`src/rtl/uart_tx_fifo.sv`:
```
// UART transmitter (8N1, LSB first, idle-high line) fed by a small synchronous byte FIFO.
// The serializer drains the FIFO back-to-back; tx, busy, tx_done and data_ready are all registered.
module uart_tx_fifo #(
    parameter int CLKS_PER_BIT = 868,
    parameter int FIFO_DEPTH   = 16
) (
    input  logic                          clk,
    input  logic                          rst,
    input  logic [7:0]                    data_in,
    input  logic                          data_valid,
    output logic                          data_ready,
    output logic                          tx,
    output logic                          busy,
    output logic                          tx_done,
    output logic [$clog2(FIFO_DEPTH):0]   fifo_count
);

    localparam int AW = $clog2(FIFO_DEPTH);
    localparam int CW = $clog2(CLKS_PER_BIT);
    localparam logic [CW-1:0] BIT_RELOAD = CW'(CLKS_PER_BIT - 1);
    localparam logic [CW-1:0] CNT_ONE    = {{(CW-1){1'b0}}, 1'b1};
    localparam logic [AW:0]   PTR_ONE    = {{AW{1'b0}}, 1'b1};

    typedef enum logic [1:0] {
        ST_IDLE  = 2'd0,
        ST_START = 2'd1,
        ST_DATA  = 2'd2,
        ST_STOP  = 2'd3
    } state_t;

    logic [7:0]    mem_r [FIFO_DEPTH];
    logic [AW:0]   wr_ptr_r;
    logic [AW:0]   rd_ptr_r;
    logic [AW:0]   count_r;
    logic          data_ready_r;

    state_t        state_r;
    logic [CW-1:0] baud_cnt_r;
    logic [2:0]    bit_idx_r;
    logic [7:0]    shift_r;
    logic          tx_r;
    logic          busy_r;
    logic          tx_done_r;

    logic          push_s;
    logic          pop_s;
    logic          empty_s;
    logic          bit_end_s;
    logic [AW:0]   wr_ptr_next_s;
    logic [AW:0]   rd_ptr_next_s;
    logic          full_next_s;
    logic          busy_next_s;

    // Handshake, pop decision and next-pointer arithmetic.
    always_comb begin
        push_s    = data_valid & data_ready_r;
        empty_s   = (wr_ptr_r == rd_ptr_r);
        bit_end_s = (baud_cnt_r == {CW{1'b0}});

        case (state_r)
            ST_IDLE: pop_s = ~empty_s;
            ST_STOP: pop_s = bit_end_s & ~empty_s;
            default: pop_s = 1'b0;
        endcase

        if (push_s) begin
            wr_ptr_next_s = wr_ptr_r + PTR_ONE;
        end else begin
            wr_ptr_next_s = wr_ptr_r;
        end

        if (pop_s) begin
            rd_ptr_next_s = rd_ptr_r + PTR_ONE;
        end else begin
            rd_ptr_next_s = rd_ptr_r;
        end

        // Extra pointer MSB distinguishes full from empty when the index bits match.
        full_next_s = (wr_ptr_next_s[AW] != rd_ptr_next_s[AW]) &&
                      (wr_ptr_next_s[AW-1:0] == rd_ptr_next_s[AW-1:0]);

        // Any non-IDLE state keeps busy up through the tx_done cycle, since tx lags state by one.
        busy_next_s = (wr_ptr_next_s != rd_ptr_next_s) | pop_s | (state_r != ST_IDLE);
    end

    // FIFO storage write; contents need no reset because the pointers define validity.
    always_ff @(posedge clk) begin
        if (push_s) begin
            mem_r[wr_ptr_r[AW-1:0]] <= data_in;
        end
    end

    // FIFO pointers plus registered occupancy and ready flags.
    always_ff @(posedge clk) begin
        if (rst) begin
            wr_ptr_r     <= {(AW+1){1'b0}};
            rd_ptr_r     <= {(AW+1){1'b0}};
            count_r      <= {(AW+1){1'b0}};
            data_ready_r <= 1'b1;
        end else begin
            wr_ptr_r     <= wr_ptr_next_s;
            rd_ptr_r     <= rd_ptr_next_s;
            count_r      <= wr_ptr_next_s - rd_ptr_next_s;
            data_ready_r <= ~full_next_s;
        end
    end

    // Serializer FSM; tx is registered from the current state, so the line trails the state by one cycle.
    always_ff @(posedge clk) begin
        if (rst) begin
            state_r    <= ST_IDLE;
            baud_cnt_r <= {CW{1'b0}};
            bit_idx_r  <= 3'd0;
            shift_r    <= 8'h00;
            tx_r       <= 1'b1;
            busy_r     <= 1'b0;
            tx_done_r  <= 1'b0;
        end else begin
            tx_done_r <= 1'b0;
            busy_r    <= busy_next_s;
            case (state_r)
                ST_IDLE: begin
                    tx_r <= 1'b1;
                    if (pop_s) begin
                        shift_r    <= mem_r[rd_ptr_r[AW-1:0]];
                        baud_cnt_r <= BIT_RELOAD;
                        state_r    <= ST_START;
                    end else begin
                        state_r    <= ST_IDLE;
                    end
                end
                ST_START: begin
                    tx_r <= 1'b0;
                    if (bit_end_s) begin
                        baud_cnt_r <= BIT_RELOAD;
                        bit_idx_r  <= 3'd0;
                        state_r    <= ST_DATA;
                    end else begin
                        baud_cnt_r <= baud_cnt_r - CNT_ONE;
                    end
                end
                ST_DATA: begin
                    tx_r <= shift_r[0];
                    if (bit_end_s) begin
                        shift_r    <= {1'b0, shift_r[7:1]};
                        baud_cnt_r <= BIT_RELOAD;
                        if (bit_idx_r == 3'd7) begin
                            state_r <= ST_STOP;
                        end else begin
                            bit_idx_r <= bit_idx_r + 3'd1;
                        end
                    end else begin
                        baud_cnt_r <= baud_cnt_r - CNT_ONE;
                    end
                end
                ST_STOP: begin
                    tx_r <= 1'b1;
                    if (bit_end_s) begin
                        tx_done_r <= 1'b1;
                        if (pop_s) begin
                            shift_r    <= mem_r[rd_ptr_r[AW-1:0]];
                            baud_cnt_r <= BIT_RELOAD;
                            state_r    <= ST_START;
                        end else begin
                            state_r    <= ST_IDLE;
                        end
                    end else begin
                        baud_cnt_r <= baud_cnt_r - CNT_ONE;
                    end
                end
                default: begin
                    tx_r    <= 1'b1;
                    state_r <= ST_IDLE;
                end
            endcase
        end
    end

    assign data_ready = data_ready_r;
    assign tx         = tx_r;
    assign busy       = busy_r;
    assign tx_done    = tx_done_r;
    assign fifo_count = count_r;

endmodule
```
`config.mk`:
```
export PLATFORM = sky130hd
export DESIGN_NAME = uart_tx_fifo
export DESIGN_NICKNAME = d
export VERILOG_FILES = /design/src/rtl/uart_tx_fifo.sv
export SDC_FILE = /design/constraint.sdc
export NUM_CORES = 1
export LEC_CHECK = 0
export CAP_MARGIN = 20
export CORE_MARGIN = 4
export CORE_UTILIZATION = 45
export DETAILED_ROUTE_END_ITERATION = 10
export DONT_BUFFER_PORTS = 1
export GPL_ROUTABILITY_DRIVEN = 0
export HOLD_SLACK_MARGIN = 0.08
export SYNTH_ARGS = -nofsm -noshare
export SYNTH_HDL_FRONTEND = slang
export SYNTH_SLANG_ARGS = --single-unit
```
`constraint.sdc`:
```
create_clock -name clk -period 7.7 [get_ports clk]
set_input_delay 2.31 -clock clk [delete_from_list [all_inputs] [get_ports clk]]
set_output_delay 2.31 -clock clk [all_outputs]
set_load 0.01 [all_outputs]
```
==> results of run 1 <==
final timing paths:
check                from             to  depth (start not counted)
max            data_valid           busy                          6
min          bit_idx_r[2]   bit_idx_r[2]                          2
max reg2reg   rd_ptr_r[2]  fifo_count[4]                          9
min reg2reg  bit_idx_r[2]   bit_idx_r[2]                          2
cell usage after synthesis (all sizes together) (10+ instances only):
cell and instances:
inv 13, nor2 51, mux2i 10, clkbuf 14
ha 16, a211oi 10, mux4 40, edfxtp 128
o21ai 11, nand2 13, dfxtp 42, a21oi 18
worst max-delay path, cell delays in order:
cell and delay, ns:
and2_1 0.30, nand2_1 0.24, nor2_1 0.31, xnor2_1 0.23, xnor3_1 0.41, o41a_1 0.39
layer usage:
layer	track usage [%]	up-vias	part of all wire, %
li1	-	1753	-
met1	21.4	1917	44
met2	26.2	81	49
met3	5.66	22	4.7
met4	6.40	0	2.1
met5	0	-	0
layout by cell type, fill, tap and decap left out, types with 10 or more instances in the layout:
master	n
mux4_2	40
a21oi_1	18
nand2_1	13
ha_1	16
dfxtp_1	41
nor2_1	51
mux2i_1	10
clkbuf_16	17
edfxtp_1	128
o21ai_0	10
inv_1	13
final cells by class:
type	count	area, um^2
fillers	1258	7390
multi-input cells	247	2320
clock buffers	18	429
clock inverters	14	144
repair buffers	10	86.3
inverters	13	48.8
flip-flops and latches	170	4690
well taps	211	264
logic make-up (layout without fill, tap and decap cells):
| logic type | Yosys count | after routing | share of synthesized area, % |
|---|---|---|---|
| muxes | 50 | 50 | 14.0 |
| buffers and inverters | 34 | 55 | 1.93 |
| adders and majority gates | 16 | 16 | 2.80 |
| and+or+nand+nor | 110 | 110 | 7.80 |
| DFF | 170 | 170 | 65.6 |
| xor gates and xnor gates | 18 | 18 | 2.61 |
| AOI/OAI and AO/OA | 53 | 53 | 5.24 |
state kept, by name (all words and copies together), names as in the netlist:
name,flops
fifo_count,5
data_ready,1
state_r,2
bit_idx_r,3
wr_ptr_r,5
tx_done,1
mem_r,128
baud_cnt_r,10
rd_ptr_r,5
busy,1
tx,1
shift_r,8
power by group:
part	switching (uW)	internal, uW	total, uW	leakage [uW]
Sequential	47.8	1050	1100	0.00150
Clock	352	479	831	0.000279
Combinational	360	282	642	0.000848
Total	760	1810	2570	0.00263
metrics by stage:
stage	setup slack [ns]	cells	util (%)
3_5_place_dp	2.76	648	47.9
5_1_grt	3.68	683	51.9
6_report	3.80	683	51.9
3_3_place_gp	2.92	648	47.9
2_1_floorplan	3.33	451	-
4_1_cts	3.16	680	51.7
==> results.md, run 1 <==
- Overall die area: 0.0179 mm^2
- Worst reg2reg setup slack: about 4.5 ns
- Number of library cell types mapped by synthesis: 49
- Non-Filler Cell Area, Final: 0.00798 mm^2
- Number of flops mapped to enable cells by yosys: around 130
- Final setup violation count: 0
- Inserted Diodes: 0
- Synthesized area: 0.00714 mm^2
- Final wirelength: 13800 um
- Share of layout cells above drive strength 1: 19.1%
- Cell at the root of the clock tree: clkbuf_16
- Synth warn: 0
- Antenna viol nets, final: 0
- Critical path fanouts, max: 7
- Total Negative Setup Slacks: 0 ns
- Height of the chip: roughly 130 um
- Insertion delay to the later sink of the worst-skew pair: 0.43 ns
- Startpoint-to-endpoint class of the critical path: in2reg
- Clock sinks: 170
- Number of endpoints with negative hold slack in the final report: 0
- Post-Route Hold Slack: 0.453 ns
- Setup repair after global routing missed its margin: no
- Total GRT Usage: ~17%
- Status: complete, no violations
- Fraction of post-synthesis cell area in the top cell type by area: 53.8%
- Post-DR vias/cell: roughly 5.5
- Shortest period the worst path allows: 3.90 ns
- Post-layout power: between 2000 and 3000 uW
- Area added between synthesis and finish: 11.7%
- Max-capacitance violation count: 0
- Synthesized netlist cell count: 451
- Pins over their slew limit: 0
- Placeable Area: between 0.015 and 0.02 mm^2
- Worst path arrival time: around 4.2 ns
- TritonCTS clock tree: yes
- Starting density of the core: about 46%
- Post-Synthesis Mean Instance Area: 15.8 um^2
- LEAKAGE: 0.00263 uW
- Clock transition time at the flip-flop clock pins of the worst setup and hold paths: approximately 0.060 ns
- Detailed-router iteration count before antenna repair: 4
- Post-CTS sizing: 0
- Post-CTS setup buffer count: 0
- Post-route DRC violation count: 0
- Async set-reset flop share out of synthesis: 0%
- Worst Setup Start Kind: primary input
- Biggest area contributors in the synthesized netlist: edfxtp_1 (54%), mux4_2 (13%), dfxtp_1 (12%)
- Number of buffers created by CTS: 17
- CTS H-tree lvls: 4
- Setup skew after layout: 0.00977 ns
- Achievable clock frequency: 257 MHz
- Sequential element share of the synthesized area: 65.6%
- Nets: 486
- CP required: 8.00 ns
- Remaining Overflow, GRT: 0
- Floorplan row count: 45
- Endpoint type of the worst setup path: register
- Antenna violations before repair: 0
- Bufs on Longest Clock Path: 2
- Tightest Pin Transition: 1.11 ns
- Via count of the first global-routing pass: about 3800
- Drt wl/cell: 20.2 um
- Number of violations reported at the end of detailed-routing iteration 0: approximately 250
- First-pass GRT wire length: 21900 um
- Top cell type by total area after synthesis: edfxtp_1
- Maximum vdd ir drop: 194 uV
- Largest net degree at the start of global routing: 37
- Routed vias: 3773
- Worst hold path class: reg2reg
- Final period util: 50.6%
- Die span in x: 134 um
- Slew headroom: 25.8%
- Power per cell area: about 320 mW/mm^2
- Total of hold buffers inserted after clock tree synthesis: 0
- Port Buffer Count: 0
- Count of state elements after synthesis: 170
- Cell Area, Placed: 0.00737 mm^2
- Number of primary I/O pins: 20
- Post-DP HPWL: 8520 um
- Predominant post-synthesis flop cell: edfxtp_1
- Nets in the synthesized netlist: 478
Power figures use the tool's default switching activity.
==> run 2: changes to the inputs <==
clock period = 3.2 ns   (was 7.7 ns; I/O delays follow)
==> run 2 against run 1 <==
Non-clock buffer count is 13 higher. Power rose by 140%. Worst setup slack worse by 3.5 ns. Design area is 1.2% higher. Combinational power grew to 2.5 times the previous value. Flip-flop and latch count unchanged. Clock skew fell by 0.0013 ns. Clock power rose by 140%. Routed wire length barely moved. Critical path type is now reg2reg. Largest cell class unchanged. Highest routed layer unchanged.
==> results.md, run 2 (synthesized netlist as in run 1, its figures left out) <==
- Placeable Area: 0.0154 mm^2
- Final wirelength: 13800 um
- Total of hold buffers inserted after clock tree synthesis: 0
- Maximum vdd ir drop: 448 uV
- Final setup violation count: 0
- Worst hold path class: reg2reg
- Final period util: 91.8%
- Bufs on Longest Clock Path: 2
- Post-layout power: 6240 uW
- Port Buffer Count: 0
- Most common cell after layout, fill and taps aside: edfxtp_1
- Routed vias: 3853
- Antenna violations before repair: 0
- Share of layout cells above drive strength 1: 22.1%
- Critical path launch point: baud_cnt_r[0]
- Worst path arrival time: around 3.3 ns
- Die span in x: about 130 um
- Shortest period the worst path allows: 2.94 ns
- Number of buffers created by CTS: 17
- Pins over their slew limit: 0
- Nets: 499
- CP Capture Point: fifo_count[4]
- First-pass GRT wire length: 22100 um
- Commonest cells after routing, fill and taps aside: edfxtp_1 (128), nor2_1 (51), dfxtp_1 (41)
- Clock sinks: 170
- Number of primary I/O pins: 20
- Post-DP HPWL: 9190 um
- Number of flip-flops under the largest register name: 128
- Post-route DRC violation count: 0
- Via count of the first global-routing pass: 3958
- Overall die area: 0.0179 mm^2
- Height of the chip: 134 um
- Remaining Overflow, GRT: 0
- CP required: 3.56 ns
- Drt wl/cell: slightly below 20 um
- Post-CTS setup buffer count: 0
- Floorplan row count: 45
- Endpoint type of the worst setup path: register
- Cell at the root of the clock tree: clkbuf_16
- Non-Filler Cell Area, Final: 0.00807 mm^2
- Final cell count without fillers: 696
- Placed cell count: 664
- Startpoint-to-endpoint class of the critical path: reg2reg
- TritonCTS clock tree: yes
- Post-DR vias/cell: between 5 and 6
- Number of endpoints with negative hold slack in the final report: 0
- Total GRT Usage: 16.6%
- Number of violations reported at the end of detailed-routing iteration 0: 334
- Max-capacitance violation count: 0
- Inserted Diodes: 0
- Achievable clock frequency: 340 MHz
- Tightest Pin Transition: 0.877 ns
- Insertion delay to the later sink of the worst-skew pair: 0.43 ns
- Depth of the worst register-to-register path: 11
- Setup repair after global routing missed its margin: no
- Antenna viol nets, final: 0
- Cell Area, Placed: 0.00749 mm^2
- Total Negative Setup Slacks: 0 ns
- Worst flop-to-flop path endpoint: fifo_count[4]
- Starting density of the core: 46.5%
- Clock transition time at the flip-flop clock pins of the worst setup and hold paths: 0.07 ns
- Worst r2r src: baud_cnt_r[0]
- Status: complete, no violations
- Slew headroom: 41.0%
- Post-CTS sizing: 0
- LEAKAGE: 0.00270 uW
- Critical path fanouts, max: 6
- Worst reg2reg setup slack: 0.26 ns
- Largest net degree at the start of global routing: 36
- Detailed-router iteration count before antenna repair: 5
- Setup skew after layout: 0.00850 ns
- CTS H-tree lvls: 4
- Worst Setup Start Kind: register
- Power per cell area: 773 mW/mm^2
- Area added between synthesis and finish: 13.1%
## run 2: changes by cell type in the layout (fill, tap and decap cells not counted)
cell       delta
buf_4        +16
buf_6         -3
bufinv_16     -2
clkbuf_1      -1
clkinv_1      -3
clkinv_2      -1
clkinv_4      +3
clkinv_8      +3
inv_6         -2
inv_8         +3
## run 2: per-stage QoR
step / hold slack, ns / util [%] / worst slack, ns
6_report: 0.451 / 52.5 / 0.261
3_3_place_gp: 0.439 / 48.7 / 0.387
5_1_grt: 0.476 / 52.5 / 0.0651
3_5_place_dp: 0.445 / 48.7 / 0.331
2_1_floorplan: 0.436 / - / 0.179
4_1_cts: 0.454 / 52.5 / 0.283
## run 2: critical path, cell delays in order (launching register included)
cell      delay (ns)
dfxtp_1         0.34
inv_1           0.07
ha_1            0.18
nor3b_2         0.26
a41oi_2         0.25
a211oi_4        0.40
mux2i_1         0.49
xnor2_2         0.17
ha_1            0.17
a21oi_1         0.06
o31ai_1         0.27
mux2i_1         0.21
## run 2: power by group
group	switching (uW)	leakage, uW	total (uW)	internal [uW]
sequential	116	0.00150	2640	2530
combinational	921	0.000915	1620	700
clock	940	0.000284	1980	1040
## run 2: final cells by class
cell class | instances | area [um^2]
multi-input cells | 247 | 2320
repair buffers | 23 | 173
inverters | 13 | 48.8
fillers | 1249 | 7300
well taps | 211 | 264
clock inverters | 15 | 159
flip-flops and latches | 170 | 4690
clock buffers | 17 | 425
## run 2: per-layer routing
layer | global-route usage [%] | wire length, um
met1 | 21.9 | 6010
met3 | 4.01 | 595
met4 | 5.14 | 161
met5 | 0 | 0
met2 | 27.6 | 7050
## run 2: worst min-delay path by stage
stage                            start            to  cells after the start
after floorplan           bit_idx_r[1]  bit_idx_r[1]                      2
after global placement    bit_idx_r[2]  bit_idx_r[2]                      2
after detailed placement  bit_idx_r[1]  bit_idx_r[1]                      2
after CTS                 bit_idx_r[1]  bit_idx_r[1]                      2
after global routing      bit_idx_r[1]  bit_idx_r[1]                      2
final                     bit_idx_r[1]  bit_idx_r[1]                      2
